### src/rtl/up_ctrl_hs.sv
// Multicycle control unit for the RV64I-subset datapath. Memory accesses use a
// req/ack handshake with a wait timeout. Errors are sticky. Retired instructions are counted.
module up_ctrl_hs #(
  parameter int MEM_TIMEOUT = 16,
  parameter int CNT_W       = 32
) (
  input  logic             CLK,
  input  logic             RST,
  input  logic [6:0]       op_code,
  input  logic [2:0]       funct3,
  input  logic [6:0]       funct7,
  input  logic             zero_alu,
  input  logic             imem_ack,
  input  logic             dmem_ack,
  output logic             imem_req,
  output logic             dmem_req,
  output logic             dmem_we,
  output logic             load_ir,
  output logic             write_pc,
  output logic             write_reg_a,
  output logic             write_reg_b,
  output logic             wr_alu_out,
  output logic             wr_mdr,
  output logic             wr_banco_reg,
  output logic [1:0]       sel_mux_a,
  output logic [1:0]       sel_mux_b,
  output logic             sel_mux_data,
  output logic             pc_src,
  output logic [2:0]       operacao,
  output logic             err,
  output logic [1:0]       err_code,
  output logic [CNT_W-1:0] retired
);

  localparam int WAIT_W = (MEM_TIMEOUT > 0) ? $clog2(MEM_TIMEOUT + 1) : 1;

  typedef enum logic [3:0] {
    S_RESET  = 4'd0,
    S_FETCH  = 4'd1,
    S_DECODE = 4'd2,
    S_EXEC_R = 4'd3,
    S_EXEC_I = 4'd4,
    S_LUI    = 4'd5,
    S_ADDR   = 4'd6,
    S_MEM_RD = 4'd7,
    S_MEM_WB = 4'd8,
    S_MEM_WR = 4'd9,
    S_WB_ALU = 4'd10,
    S_BRANCH = 4'd11,
    S_ERROR  = 4'd12
  } state_t;

  state_t            state_q, state_d;
  logic [WAIT_W-1:0] wait_q, wait_d;
  logic [1:0]        err_code_q, err_code_d;
  logic [CNT_W-1:0]  retired_q, retired_d;

  logic [2:0] r_op_s;
  logic       r_valid_s, i_valid_s, a_valid_s, br_valid_s, br_taken_s;
  logic       timeout_s, in_access_s, retire_s;

  // Instruction field decode shared by next-state and output logic
  always_comb begin
    r_op_s = 3'b000;
    if (funct3 == 3'b000 && funct7 == 7'b0000000) begin
      r_op_s = 3'b001;
    end else if (funct3 == 3'b000 && funct7 == 7'b0100000) begin
      r_op_s = 3'b010;
    end else if (funct3 == 3'b111 && funct7 == 7'b0000000) begin
      r_op_s = 3'b011;
    end else begin
      r_op_s = 3'b000;
    end
    r_valid_s  = (r_op_s != 3'b000);
    i_valid_s  = (funct3 == 3'b000);
    a_valid_s  = (funct3 == 3'b011);
    br_valid_s = (funct3 == 3'b000) || (funct3 == 3'b001);
    br_taken_s = ((funct3 == 3'b000) && zero_alu) || ((funct3 == 3'b001) && !zero_alu);
    timeout_s  = (MEM_TIMEOUT != 0) && (wait_q == WAIT_W'(MEM_TIMEOUT));
  end

  // State, wait counter, error code and retire counter registers
  always_ff @(posedge CLK) begin
    if (RST) begin
      state_q    <= S_RESET;
      wait_q     <= '0;
      err_code_q <= 2'b00;
      retired_q  <= '0;
    end else begin
      state_q    <= state_d;
      wait_q     <= wait_d;
      err_code_q <= err_code_d;
      retired_q  <= retired_d;
    end
  end

  // Next-state decode; ack in the limit cycle takes priority over the timeout
  always_comb begin
    state_d    = state_q;
    err_code_d = err_code_q;
    case (state_q)
      S_RESET: state_d = S_FETCH;
      S_FETCH: begin
        if (imem_ack) begin
          state_d = S_DECODE;
        end else if (timeout_s) begin
          state_d    = S_ERROR;
          err_code_d = 2'b10;
        end else begin
          state_d = S_FETCH;
        end
      end
      S_DECODE: begin
        case (op_code)
          7'b0110011: state_d = S_EXEC_R;
          7'b0010011: state_d = S_EXEC_I;
          7'b0000011: state_d = S_ADDR;
          7'b0100011: state_d = S_ADDR;
          7'b1100011: state_d = S_BRANCH;
          7'b0110111: state_d = S_LUI;
          default: begin
            state_d    = S_ERROR;
            err_code_d = 2'b01;
          end
        endcase
      end
      S_EXEC_R: begin
        if (r_valid_s) begin
          state_d = S_WB_ALU;
        end else begin
          state_d    = S_ERROR;
          err_code_d = 2'b01;
        end
      end
      S_EXEC_I: begin
        if (i_valid_s) begin
          state_d = S_WB_ALU;
        end else begin
          state_d    = S_ERROR;
          err_code_d = 2'b01;
        end
      end
      S_LUI: state_d = S_WB_ALU;
      S_ADDR: begin
        if (!a_valid_s) begin
          state_d    = S_ERROR;
          err_code_d = 2'b01;
        end else if (op_code == 7'b0000011) begin
          state_d = S_MEM_RD;
        end else begin
          state_d = S_MEM_WR;
        end
      end
      S_MEM_RD: begin
        if (dmem_ack) begin
          state_d = S_MEM_WB;
        end else if (timeout_s) begin
          state_d    = S_ERROR;
          err_code_d = 2'b11;
        end else begin
          state_d = S_MEM_RD;
        end
      end
      S_MEM_WR: begin
        if (dmem_ack) begin
          state_d = S_FETCH;
        end else if (timeout_s) begin
          state_d    = S_ERROR;
          err_code_d = 2'b11;
        end else begin
          state_d = S_MEM_WR;
        end
      end
      S_MEM_WB: state_d = S_FETCH;
      S_WB_ALU: state_d = S_FETCH;
      S_BRANCH: begin
        if (br_valid_s) begin
          state_d = S_FETCH;
        end else begin
          state_d    = S_ERROR;
          err_code_d = 2'b01;
        end
      end
      S_ERROR: state_d = S_ERROR;
      default: begin
        state_d    = S_RESET;
        err_code_d = 2'b00;
      end
    endcase
  end

  // Wait counter restarts whenever an access state is entered or left
  always_comb begin
    in_access_s = (state_q == S_FETCH) || (state_q == S_MEM_RD) || (state_q == S_MEM_WR);
    retire_s    = (state_d == S_FETCH) &&
                  ((state_q == S_WB_ALU) || (state_q == S_MEM_WB) ||
                   (state_q == S_MEM_WR) || (state_q == S_BRANCH));
    if (in_access_s && (state_d == state_q) && (MEM_TIMEOUT != 0)) begin
      wait_d = wait_q + WAIT_W'(1);
    end else begin
      wait_d = '0;
    end
    if (retire_s) begin
      retired_d = retired_q + CNT_W'(1);
    end else begin
      retired_d = retired_q;
    end
  end

  // Control outputs decoded from the current state
  always_comb begin
    imem_req     = 1'b0;
    dmem_req     = 1'b0;
    dmem_we      = 1'b0;
    load_ir      = 1'b0;
    write_pc     = 1'b0;
    write_reg_a  = 1'b0;
    write_reg_b  = 1'b0;
    wr_alu_out   = 1'b0;
    wr_mdr       = 1'b0;
    wr_banco_reg = 1'b0;
    sel_mux_a    = 2'b00;
    sel_mux_b    = 2'b00;
    sel_mux_data = 1'b0;
    pc_src       = 1'b0;
    operacao     = 3'b000;
    err          = 1'b0;
    case (state_q)
      S_FETCH: begin
        imem_req  = 1'b1;
        sel_mux_b = 2'b01;
        operacao  = 3'b001;
        load_ir   = imem_ack;
        write_pc  = imem_ack;
      end
      S_DECODE: begin
        write_reg_a = 1'b1;
        write_reg_b = 1'b1;
        wr_alu_out  = 1'b1;
        sel_mux_b   = 2'b11;
        operacao    = 3'b001;
      end
      S_EXEC_R: begin
        sel_mux_a  = 2'b01;
        wr_alu_out = 1'b1;
        operacao   = r_op_s;
      end
      S_EXEC_I, S_ADDR: begin
        sel_mux_a  = 2'b01;
        sel_mux_b  = 2'b10;
        operacao   = 3'b001;
        wr_alu_out = 1'b1;
      end
      S_LUI: begin
        sel_mux_a  = 2'b10;
        sel_mux_b  = 2'b10;
        operacao   = 3'b001;
        wr_alu_out = 1'b1;
      end
      S_MEM_RD: begin
        dmem_req = 1'b1;
        wr_mdr   = dmem_ack;
      end
      S_MEM_WB: begin
        wr_banco_reg = 1'b1;
        sel_mux_data = 1'b1;
      end
      S_MEM_WR: begin
        dmem_req = 1'b1;
        dmem_we  = 1'b1;
      end
      S_WB_ALU: wr_banco_reg = 1'b1;
      S_BRANCH: begin
        sel_mux_a = 2'b01;
        operacao  = 3'b010;
        write_pc  = br_taken_s;
        pc_src    = br_taken_s;
      end
      S_ERROR: err = 1'b1;
      default: err = 1'b0;
    endcase
  end

  assign err_code = err_code_q;
  assign retired  = retired_q;

endmodule
### config.mk
export PLATFORM = sky130hd
export DESIGN_NAME = up_ctrl_hs
export DESIGN_NICKNAME = d
export VERILOG_FILES = /design/src/rtl/up_ctrl_hs.sv
export SDC_FILE = /design/constraint.sdc
export NUM_CORES = 1
export LEC_CHECK = 0
export BUFFER_PORTS_ARGS = -buffer_cell sky130_fd_sc_hd__buf_2
export CAP_MARGIN = 20
export CELL_PAD_IN_SITES_DETAIL_PLACEMENT = 0
export CELL_PAD_IN_SITES_GLOBAL_PLACEMENT = 1
export CORE_MARGIN = 2
export CORE_UTILIZATION = 42
export CTS_BUF_LIST = sky130_fd_sc_hd__clkbuf_2 sky130_fd_sc_hd__clkbuf_4 sky130_fd_sc_hd__clkbuf_8
export DETAILED_ROUTE_END_ITERATION = 8
export PLACE_DENSITY = 0.93
export RECOVER_POWER = 100
export SYNTH_ARGS = -nofsm -noshare
export SYNTH_HDL_FRONTEND = slang
export SYNTH_SLANG_ARGS = --single-unit
### constraint.sdc
create_clock -name CLK -period 4.3 [get_ports CLK]
set_input_delay 0.215 -clock CLK [delete_from_list [all_inputs] [get_ports CLK]]
set_output_delay 0.215 -clock CLK [all_outputs]
set_load 0.005 [all_outputs]
# After elaboration in Yosys (flattened, before gate mapping)
# Cells that the tools add are included.
[totals]
register_bits = 43
in_bits = 22
[classes]
n_eq_ne = 34
n_mux = 41
add_sub_neg = 2
bitwise = 2
n_reduce_logical = 31
[op_table]
columns = ["cell", "n"]
rows = [
  ["case mux 4 bit (11 select lines)", 1],
  ["adder 32 x 1 -> 32 bit (second input constant)", 1],
  ["2-to-1 mux 4 bit", 8],
  ["equality test 7 x 6 -> 1 bit (second input constant)", 4],
  ["2-to-1 mux 2 bit", 11],
  ["equality test 4 bit (second input constant)", 5],
  ["case mux 4 bit (5 select lines)", 1],
  ["equality test 4 x 3 -> 1 bit (second input constant)", 4],
  ["!= test 2 bit (second input constant)", 8],
  ["case mux 2 bit (8 select lines)", 1],
  ["OR reduction 5 bit", 3],
  ["2-to-1 mux 3 bit", 4],
  ["2-to-1 mux 1 bit", 11],
  ["AND reduction 10 bit", 1],
  ["case mux 3 bit (3 select lines)", 1],
  ["equality test 4 x 1 -> 1 bit (second input constant)", 2],
  ["equality test 4 x 2 -> 1 bit (second input constant)", 2],
  ["OR reduction 2 bit", 4],
  ["equality test 7 x 2 -> 1 bit (second input constant)", 1],
  ["equality test 7 x 5 -> 1 bit (second input constant)", 1],
  ["equality test 7 bit (second input constant)", 1],
  ["logical AND 1 bit", 7],
  ["logical NOT 7 bit", 1],
  ["logical OR 1 bit", 7],
  ["other kinds (18)", 20],
]

# Depth between registers and ports, before layout
# Gate-level depths: netlist of run 1.
[depth]
depth_word = 12
mapped_depth = 10
mapped_depth_nobuf = 8

# Worst setup path before layout of run 1
# OpenSTA, ideal clock, no wires.
[synth_path]
path_kind = "reg2reg"
start = "reg wait_q[0]"
end = "reg retired_q[14] (netlist: retired[14])"
t_arrival_ps = 2368
required_ps = 4172
period_less_slack_ps = 2496
stages_incl_launch_ff = 10
path_slack_ps = 1804
path_cell_list = "dfxtp_1 -> inv_1 -> ha_1 -> nor4bb_1 -> o311a_1 -> or4_1 -> buf_2 -> or4_4 -> xor2_1 -> nor2_1"
[synth_between]
elab_chain_cells = 6
elab_cells_between_ends = 10
cone_classes = "2 x eq/ne; 7 x mux; 1 x reduce/logical"
[synth_rtl]
columns = ["element", "line_no", "source"]
rows = [
  ["start, declared", "54", "logic [WAIT_W-1:0] wait_q, wait_d;"],
  ["start signal, assigned", "91", "wait_q <= wait_d;"],
  ["equality test 5 bit (*)", "79", "timeout_s = (MEM_TIMEOUT != 0) && (wait_q == WAIT_W'(MEM_TIMEOUT));"],
  ["2-to-1 mux 3 bit (tied with other cells)", "167", "end else if (timeout_s) begin"],
  ["2-to-1 mux 4 bit, on equally long branches", "165, 104, 155", ""],
  ["case mux 4 bit (11 select lines) (*)", "101", "case (state_q)"],
  ["equality test 4 x 1 -> 1 bit (*)", "195", "retire_s = (state_d == S_FETCH) &&"],
  ["logical AND 1 bit (*)", "195", ""],
  ["end signal, assigned", "93", "retired_q <= retired_d;"],
  ["end, declared", "56", "logic [CNT_W-1:0] retired_q, retired_d;"],
]
# Every way passes the cells marked *; elsewhere a longest branch is shown, timed or not.
# A chain may end at the register's enable or synchronous reset.

# Final worst setup path of run 1
[layout_path]
start = "reg state_q[1]"
end = "reg retired_q[14] (netlist: retired[14])"
[layout_between]
elab_chain_cells = 5
elab_cells_between_ends = 20
cone_classes = "13 x eq/ne; 1 x mux; 6 x reduce/logical"
[layout_rtl]
columns = ["element", "line_no", "source"]
rows = [
  ["start, declared", "53", "state_t state_q, state_d;"],
  ["start signal, assigned", "90", "state_q <= state_d;"],
  ["equality test 4 bit or logical NOT 4 bit (tied branches)", "101, 196", ""],
  ["OR reduction 3 bit (no line) or logical OR 1 bit (tied branches)", "-", ""],
  ["case mux 4 bit (11 select lines) or logical OR 1 bit (tied branches)", "101, 196", ""],
  ["equality test 4 x 1 -> 1 bit or logical OR 1 bit (tied branches)", "195, 197", ""],
  ["logical AND 1 bit (*)", "195", ""],
]
# Marks and branches as above.

==> impl_results.md, run 1 <==
* Port-buffer cells at 74
* Final GP Congestion at 0.8511
* Ratio of cells with drive above 1 in the final layout at 17.50%
* Fin. Hold Viols at 0
* Synth top area share at between 30 and 40%
* Gr usage total at 18.72%
* Slew Limit Fails at 0
* Hold WC Path Type: in2reg
* Syn nets at 369
* Initial DRC Count at 174
* RSZ-0062 raised after global routing: false
* P_int at between 0.0006 and 0.0007 W
* # hold bufs at CTS at 0
* Routed wire length at between 6000 and 7000 um
* Fin crit period at between 3 and 4 ns
* Sequential share of the synthesized area at around a third
* CP delay by family, top: simple AND/OR/NAND/NOR gates
* N_diodes at 0
* Clock share of power at 33.2%
* Worst-path clk slew at 0.08 ns
* Vias in the first global route at about 2,400
* Setup TNS at 0 ns
* Die width at 83.79 um
* Seq cells post-synth at 43
* Switch share at 28.68%
* Crit path kind: reg2reg
* Slowest Stage Delay on Critical Path at 0.88 ns
* First-pass GRT wire length at 11,180 um
* F_max at roughly 300 MHz
* Crit path max-delay cell type: or4_1
* IO Count at between 70 and 80
* Final-layout fill cell count at 645
* Asr flop ratio synth at 0%
* Final core occ at approximately half
* Post-CTS sizing at 0
* DP HPWL at 4776 um
* Nets at about 430
* Vias post-DR at 2,686
* Mean Syn Cell Area at 7.773 um2
* Setup bufs post-CTS at 0
* Routed len/inst at 14.04 um
* Core ar. at 0.006241 mm2
* # DRC at 0
* Worst Hold Slack at 0.2816 ns
* CTS buffer count at 5
* Max FO, Critical Path at 23
* Total iterations of the first detailed-routing run at 4
* CP Capture Type: flop
* ANT nets after route at 0
* Top flip-flop cell by instance count after synthesis: dfxtp_1
* Status: finished clean
* Final setup fails at 0
* Worst-Skew Late Latency at roughly 0.29 ns
* Total clock sinks at 43
* Clock buffer depth at 2
* Chip Height at 83.79 um
* Logic pwr share at 19.3%
* Worst slew pin tran at 0.7576 ns
* MaxCap Viol Count at 0
* Cell Pwr Density at 299.9 mW/mm2
* Reg2reg setup slack at 1.01 ns
* Layout area overhead at 16.05%
* Area of the mapped netlist at 0.002674 mm2
* Root Driver: clkbuf_8
* P_sw at 0.0002669 W
* Post-synth EDFFs at 0
* Antenna violations before repair at 0
* Largest net degree at the start of global routing at 39
* Full die area at 0.007021 mm2
* Total chip power at 0.0009307 W
* Max VDD drop at 0.2010 mV
* Remaining global-route overflow at 0
* Worst path cell trace: nand2_2 > o311a_1 > or4_1 > or4_2 > xor2_1 > nor2_1
* CP Launch Type: flop
* Worst Skew at roughly 0.0062 ns
* Leading area contributor after synthesis: dfxtp_1
* CTS tree: built
* Period utilisation layout at 76.59%
* Synth top area cells: dfxtp_1, nor2_1, xnor2_1
* Sequential Power Share at 47.5%
* Depth of the CTS H-tree at 2
* WP data arrival at 3.45 ns
* LEAKAGE at 1.187 nW
* Initial core utilization at a little over two fifths
* Via/cell ratio at 5.631
* YS warnings at 0
* Mapped Cells at 344
* Slew headroom at 48.81%
* Critical Path RT at 4.46 ns
* FP Rows at 29
* Critical path buffer and inverter count at 0
* Distinct cells, synth at 57
[synth_stat cells, types with 4 or more instances]
cell type	count
or4_1	5
xnor2_1	16
o21a_1	6
clkbuf_1	19
o21ai_0	7
nand2b_1	8
and3_1	6
nand2_1	18
dfxtp_1	43
nand3_1	20
xor2_1	15
and2_1	4
nor3_1	16
a21oi_1	12
inv_1	9
nor2_1	47
or3_1	4
nand4_1	14
nor4_1	7
[per-layer routing]
metal	part of all wire (%)	GRT usage (%)
met5	0	0
met4	0.55	3.959
met3	6.4	4.847
met2	45	30.40
met1	48	25.15
[cell type report]
cell class	count	area, um2	area share, %
clock buffer	6	76.32	2.460
clock inverter	1	30.03	0.9677
inverter	9	33.78	1.089
multi-input combinational	266	1657	53.39
sequential	43	860.8	27.74
tap	77	96.34	3.105
timing repair buffer	75	349.1	11.25
[worst paths after layout]
path / from / endpoint / cells after the start
worst max-delay path: state_q[1] / retired[14] / 6
worst min-delay path: op_code[3] / state_q[1] / 4
worst max register to register: state_q[1] / retired[14] / 6
worst min register to register: wait_q[0] / wait_q[0] / 1
[power groups by stage]
| stage | Sequential (W) | Combinational [W] | Clock [W] |
|---|---|---|---|
| finish | 0.000442 | 0.000180 | 0.000309 |
| global route | 0.000446 | 0.000200 | 0.000331 |
| CTS | 0.000441 | 0.000184 | 0.000316 |
| detailed placement | 0.000451 | 0.000183 | 0 |
| global placement | 0.000449 | 0.000181 | 0 |
| floorplan | 0.000427 | 0.000148 | 0 |
[worst register-to-register path, cell delays in order, from the launching register on]
cell and delay [ns]:
dfxtp_1 0.73, nand2_2 0.13, o311a_1 0.40, or4_1 0.88, or4_2 0.78, xor2_1 0.18
nor2_1 0.06
[stage by stage]
stage | instances | instance area, um2 | worst slack, ns
CTS | 477 | 3141 | 1.037
global route | 477 | 3103 | 0.7830
detailed placement | 470 | 3034 | 1.105
global placement | 470 | 3034 | 1.221
finish | 477 | 3103 | 1.007
floorplan | 344 | 2674 | 1.804
[logic make-up (layout without fill, tap and decap cells)]
logic type / count (synthesis) / in the layout / synth area share [%]
XOR/XNOR: 31 / 31 / 10.15
buffers and inverters: 35 / 91 / 5.755
AO/OA/AOI/OAI: 50 / 50 / 12.54
flip-flops: 43 / 43 / 32.19
multiplexers: 2 / 2 / 0.7487
adder cells (fa/ha/maj): 4 / 4 / 1.778
AND/OR/NAND/NOR: 178 / 178 / 36.69
other: 1 / 1 / 0.1402
[registers in the layout, indices dropped and copies added (netlist names)]
name / cells
wait_q: 5
retired: 32
state_q: 4
err_code: 2
[cell usage in the layout, fill, tap and decap left out, types with 4 or more instances in the layout]
master    netlist  layout
nor3_1         16      16
a21oi_1        12      12
nand2_1        18      18
xor2_1         15      15
buf_2           3      52
o21ai_0         7       7
o21a_1          6       6
nor4_1          7       7
and3_1          6       6
inv_1           9       9
or3_1           4       4
xnor2_1        16      16
nand2b_1        8       8
dfxtp_1        43      43
clkbuf_8        0       5
nor2_1         47      47
nand3_1        20      20
or4_1           5       5
clkbuf_1       19      21
nand4_1        14      14
(Power assumes the default switching activity.)
==> inputs of run 2 (changes only) <==
- CORE_UTILIZATION: 42 -> 39
- PLACE_DENSITY: 0.93 -> 0.88
- clock period: 4.3 -> 3.1 ns (I/O delays scaled with it)
==> run 2 against run 1 <==
Clock skew up 0.0013 ns. Utilization decreased by 3.0 points. Critical path depth increased by 2. Flip-flop and latch count did not move. Non-clock buffer count up 10. Global-route usage down 0.83 points. Sequential power up 34%. Maximum frequency up 16%. Clock power rose by 15%. Count of clock-buffer cells in the layout up 1. Hold slack got worse by 0.051 ns.
==> impl_results.md, run 2 (synthesis results as in run 1) <==
* Status: finished clean (unchanged)
* P_int at 0.0008623 W (was 0.0006638 W)
* Total chip power at 0.001235 W (was 0.0009307 W)
* Fin crit period at 2.843 ns (was 3.293 ns)
* Routed len/inst at 14.04 um (about the same)
* Hold WC Path Type: in2reg (unchanged)
* Remaining global-route overflow at 0 (unchanged)
* Most frequent cells in the layout: buf_2, nor2_1, dfxtp_1, clkbuf_1, nand3_1 (unchanged)
* Area of the multi-input gates at 0.001657 mm2 (unchanged)
* WP data arrival at 3.00 ns (was 3.45 ns)
* PnR worst setup slack at 0.2566 ns (was 1.007 ns)
* Worst Skew at 0.007518 ns (was 0.006182 ns)
* Worst-Skew Late Latency at 0.29 ns (about the same)
* First-pass GRT wire length at 11,070 um (was 11,180 um)
* Initial core utilization at 39.80% (was 42.84%)
* Vias post-DR at 2,709 (was 2,686)
* F_max at 351.7 MHz (was 303.6 MHz)
* LEAKAGE at 1.214 nW (was 1.187 nW)
* Setup bufs post-CTS at 0 (unchanged)
* Ratio of cells with drive above 1 in the final layout at 18.49% (was 17.50%)
* Sequential Power Share at 48.1% (was 47.5%)
* Full die area at 0.007534 mm2 (was 0.007021 mm2)
* MaxCap Viol Count at 0 (unchanged)
* Antenna violations before repair at 0 (unchanged)
* Post-placement cell area at 0.003113 mm2 (was 0.003034 mm2)
* Switch share at 30.17% (was 28.68%)
* Clock buffer depth at 2 (unchanged)
* Total iterations of the first detailed-routing run at 4 (unchanged)
* Gr usage total at 17.88% (was 18.72%)
* Worst-path clk slew at 0.08 ns (about the same)
* Routed wire length at 6894 um (was 6699 um)
* Layout area overhead at 17.45% (was 16.05%)
* Clock share of power at 28.9% (was 33.2%)
* ANT nets after route at 0 (unchanged)
* Core ar. at 0.006719 mm2 (was 0.006241 mm2)
* N_diodes at 0 (unchanged)
* RSZ-0062 raised after global routing: false (unchanged)
* Most common library cell in the layout ignoring fill and taps: buf_2 (unchanged)
* IO Count at 76 (unchanged)
* Dpl ws at 0.3275 ns (was 1.105 ns)
* Max VDD drop at 0.2774 mV (was 0.2010 mV)
* Chip Height at 86.80 um (was 83.79 um)
* Critical Path RT at 3.26 ns (was 4.46 ns)
* Number of flip-flops in the largest register at 32 (unchanged)
* Die width at 86.80 um (was 83.79 um)
* Initial DRC Count at 202 (was 174)
* CTS tree: built (unchanged)
* Final-layout fill cell count at 720 (was 645)
* # hold bufs at CTS at 0 (unchanged)
* Largest net degree at the start of global routing at 39 (unchanged)
* Slew Limit Fails at 0 (unchanged)
* Port-buffer cells at 74 (unchanged)
* Final non-filler cell area at 0.003141 mm2 (was 0.003103 mm2)
* Total clock sinks at 43 (unchanged)
* CP Launch Type: flop (unchanged)
* Fin. Hold Viols at 0 (unchanged)
* DP HPWL at 5068 um (was 4776 um)
* Nets at 435 (was 425)
* Vias in the first global route at 2,450 (was 2,425)
* Max FO, Critical Path at 8 (was 23)
* Setup TNS at 0 ns (unchanged)
* Depth of the CTS H-tree at 2 (unchanged)
* Final GP Congestion at 0.8482 (was 0.8511)
* Cell Pwr Density at 393.2 mW/mm2 (was 299.9 mW/mm2)
* Slew headroom at 52.01% (was 48.81%)
* Worst slew pin tran at 0.7198 ns (was 0.7576 ns)
* Crit path kind: reg2reg (unchanged)
* CTS buffer count at 5 (unchanged)
* Period utilisation layout at 91.72% (was 76.59%)
* FP Rows at 30 (was 29)
* Via/cell ratio at 5.517 (was 5.631)
* Final setup fails at 0 (unchanged)
* Root Driver: clkbuf_8 (unchanged)
* CP Capture Type: flop (unchanged)
* # DRC at 0 (unchanged)
* P_sw at 0.0003725 W (was 0.0002669 W)
* Post-CTS sizing at 0 (unchanged)
* Register Area at 860.8 um2 (unchanged)
* Logic pwr share at 23.1% (was 19.3%)
==> run 2: changes by cell type in the layout (fill, tap and decap cells not counted) <==
| cell | before | now |
|---|---|---|
| clkbuf_1 | 21 | 25 |
| buf_4 | 0 | 3 |
| buf_2 | 52 | 54 |
| buf_1 | 0 | 1 |
| bufinv_16 | 1 | 0 |
| clkbuf_4 | 1 | 2 |
| clkinv_2 | 0 | 1 |
==> run 2: worst paths after layout <==
check             slack [ns]  cells after the start     endpoint  startpoint
hold / removal          0.23                      4   state_q[1]  op_code[3]
hold reg to reg         0.47                      1    wait_q[0]   wait_q[0]
setup reg to reg        0.26                      8  retired[14]   wait_q[0]
setup / recovery        0.26                      8  retired[14]   wait_q[0]
==> run 2: routing by layer <==
metal | part of all wire (%) | up-vias | GRT usage (%) | wire (um)
met3 | 5.0 | 6 | 3.238 | 343
met2 | 46 | 69 | 28.66 | 3170
met5 | 0 | - | 0 | 0
met4 | 0.84 | 0 | 4.119 | 58
met1 | 48 | 1273 | 24.97 | 3323
li1 | - | 1361 | - | -
==> run 2: cell type report <==
cell class	count	area share, %
Inverter	9	1.076
Timing Repair Buffer	85	12.75
Clock inverter	1	0.1594
Sequential cell	43	27.41
Multi-Input combinational cell	266	52.75
Tap cell	80	3.187
Clock buffer	7	2.669
==> run 2: worst max-delay path, cell delays in order (launching register included) <==
cell and delay, ns:
dfxtp_1 0.37, inv_1 0.06, ha_1 0.20, nor4bb_1 0.16, o311a_1 0.34, or4_1 0.67, or4_2 0.72, xor2_1 0.15
nor2_1 0.05
==> run 2: stage by stage <==
stage	hold WS (ns)	util (%)	cells
floorplan	0.2362	-	344
global placement	0.4443	46.33	483
detailed placement	0.4592	46.33	483
CTS	0.2199	47.65	491
global route	0.2692	46.74	491
finish	0.2307	46.74	491
==> run 2: power groups by stage <==
stage / clock network (W) / registers (W) / logic, W
after floorplan: 0 / 0.000592 / 0.000205
after global placement: 0 / 0.000605 / 0.000296
after detailed placement: 0 / 0.000606 / 0.000299
after CTS: 0.000372 / 0.000593 / 0.000301
after global routing: 0.000398 / 0.000597 / 0.000317
final: 0.000356 / 0.000593 / 0.000285
==> inputs of run 3 (changes only) <==
- PLACE_DENSITY: 0.88 -> 0.91
==> run 3 against run 2 <==
Count of clock-buffer cells in the layout down 1. Non-clock buffer count rose by 1. Total power rose by 13%. Cell count grew 0.20%. Clock power increased by 45%. Routed wire length shrank 2.5%. Utilization is 0.78 points higher. Cell area rose by 1.7%. Global-route usage decreased by 0.15 points.
==> impl_results.md, run 3 (synthesis results as in run 1) <==
* Final non-filler cell area at 0.003193 mm2 (was 0.003141 mm2)
* CP Launch Type: flop (unchanged)
* Final GP Congestion at 0.8492 (was 0.8482)
* Chip Height at 86.80 um (unchanged)
* Max FO, Critical Path at 11 (was 8)
* Nets at 436 (was 435)
* Slew Limit Fails at 0 (unchanged)
* Worst Skew at 0.006729 ns (was 0.007518 ns)
* Worst-path clk slew at 0.08 ns (about the same)
* Clock share of power at 37.0% (was 28.9%)
* Logic pwr share at 20.1% (was 23.1%)
* P_int at 0.001019 W (was 0.0008623 W)
* CP Capture Type: flop (unchanged)
* Largest net degree at the start of global routing at 39 (unchanged)
* Die width at 86.80 um (unchanged)
* Max VDD drop at 0.1806 mV (was 0.2774 mV)
* Critical Path RT at 3.26 ns (about the same)
* Ratio of cells with drive above 1 in the final layout at 17.72% (was 18.49%)
* Slew headroom at 53.35% (was 52.01%)
* First-pass GRT wire length at 11,040 um (was 11,070 um)
* Fin crit period at 2.724 ns (was 2.843 ns)
* Clock buffer depth at 2 (unchanged)
* Post-placement cell area at 0.003120 mm2 (was 0.003113 mm2)
* Number of flip-flops in the largest register at 32 (unchanged)
* DP HPWL at 5012 um (was 5068 um)
* Most common library cell in the layout ignoring fill and taps: buf_2 (unchanged)
* # hold bufs at CTS at 0 (unchanged)
* FP Rows at 30 (unchanged)
* Via/cell ratio at 5.467 (was 5.517)
* Gr usage total at 17.73% (was 17.88%)
* Layout area overhead at 19.42% (was 17.45%)
* Setup bufs post-CTS at 0 (unchanged)
* Final-layout fill cell count at 706 (was 720)
* WP data arrival at 2.89 ns (was 3.00 ns)
* Vias post-DR at 2,690 (was 2,709)
* Routed wire length at 6725 um (was 6894 um)
* CTS buffer count at 5 (unchanged)
* Crit path kind: reg2reg (unchanged)
* Routed len/inst at 13.67 um (was 14.04 um)
* MaxCap Viol Count at 0 (unchanged)
* Most frequent cells in the layout: buf_2, nor2_1, dfxtp_1, clkbuf_1, nand3_1 (unchanged)
* RSZ-0062 raised after global routing: false (unchanged)
* Root Driver: clkbuf_8 (unchanged)
* Setup TNS at 0 ns (unchanged)
* Total clock sinks at 43 (unchanged)
* IO Count at 76 (unchanged)
* Port-buffer cells at 74 (unchanged)
* Sequential Power Share at 42.8% (was 48.1%)
* Core ar. at 0.006719 mm2 (unchanged)
* F_max at 367.1 MHz (was 351.7 MHz)
* Post-CTS sizing at 0 (unchanged)
* Hold WC Path Type: in2reg (unchanged)
* CTS tree: built (unchanged)
* Initial core utilization at 39.80% (unchanged)
* Fin. Hold Viols at 0 (unchanged)
* Switch share at 27.00% (was 30.17%)
* Antenna violations before repair at 0 (unchanged)
* # DRC at 0 (unchanged)
* Initial DRC Count at 159 (was 202)
* ANT nets after route at 0 (unchanged)
* N_diodes at 0 (unchanged)
* Depth of the CTS H-tree at 2 (unchanged)
* Remaining global-route overflow at 0 (unchanged)
* Status: finished clean (unchanged)
* Cell Pwr Density at 437.1 mW/mm2 (was 393.2 mW/mm2)
* Vias in the first global route at 2,378 (was 2,450)
* P_sw at 0.0003768 W (was 0.0003725 W)
* Worst slew pin tran at 0.6998 ns (was 0.7198 ns)
* Period utilisation layout at 87.86% (was 91.72%)
* Total iterations of the first detailed-routing run at 4 (unchanged)
* LEAKAGE at 1.226 nW (was 1.214 nW)
* Final setup fails at 0 (unchanged)
* Worst-Skew Late Latency at 0.29 ns (about the same)
* Full die area at 0.007534 mm2 (unchanged)
==> run 3: cell types whose count changed in the layout (fill, tap and decap cells not counted) <==
cell       change
buf_1          +1
buf_2          -2
buf_4          +2
bufinv_16      +2
clkbuf_1       +2
clkbuf_2       -2
clkbuf_4       -1
clkinv_2       -1
or4_1          +1
or4_2          -1
==> run 3: through the flow <==
step | power [W] | hold slack, ns | util, % | setup WS, ns | std cells
floorplan | 0.0007972 | 0.2362 | - | 0.6043 | 344
global placement | 0.0009022 | 0.4453 | 46.44 | 0.5420 | 484
detailed placement | 0.0009053 | 0.4653 | 46.44 | 0.4553 | 484
CTS | 0.001421 | 0.2180 | 48.47 | 0.4443 | 492
global route | 0.001462 | 0.2473 | 47.52 | 0.1838 | 492
finish | 0.001396 | 0.2237 | 47.52 | 0.3763 | 492
==> run 3: per-layer routing <==
| layer | GRT usage [%] | part of all wire, % |
|---|---|---|
| met5 | 0 | 0 |
| met4 | 3.835 | 0.76 |
| met3 | 3.238 | 4.5 |
| met2 | 28.04 | 46 |
| met1 | 25.16 | 49 |
==> run 3: critical path, stage by stage (launching register included) <==
cell,delay [ns]
dfxtp_1,0.54
clkbuf_1,0.36
nand2b_1,0.23
a21oi_1,0.09
or4_1,0.55
clkbuf_1,0.27
nor4_2,0.34
xnor2_1,0.16
nor2_1,0.05
==> run 3: path summary, 6_finish.rpt <==
kind	start	to	slack, ns	cells past startpoint
max	state_q[2]	retired[17]	0.38	8
min	op_code[3]	state_q[1]	0.22	4
max reg2reg	state_q[2]	retired[17]	0.38	8
min reg2reg	wait_q[0]	wait_q[0]	0.47	1
==> run 3: layout make-up <==
type | instances | area, um2 | area share, %
clock buffer | 6 | 76.32 | 2.390
timing repair buffer | 86 | 406.6 | 12.74
multi-input combinational | 266 | 1655 | 51.84
inverter | 9 | 33.78 | 1.058
sequential | 43 | 860.8 | 26.96
tap | 80 | 100.1 | 3.135
clock inverter | 2 | 60.06 | 1.881
==> run 3: power groups by stage <==
stage,Combinational (W),Clock [W],Sequential [W]
after floorplan,0.000205,0,0.000592
after global placement,0.000293,0,0.000609
after detailed placement,0.000295,0,0.000610
after CTS,0.000297,0.000528,0.000597
after global routing,0.000311,0.000549,0.000602
final,0.000281,0.000517,0.000598
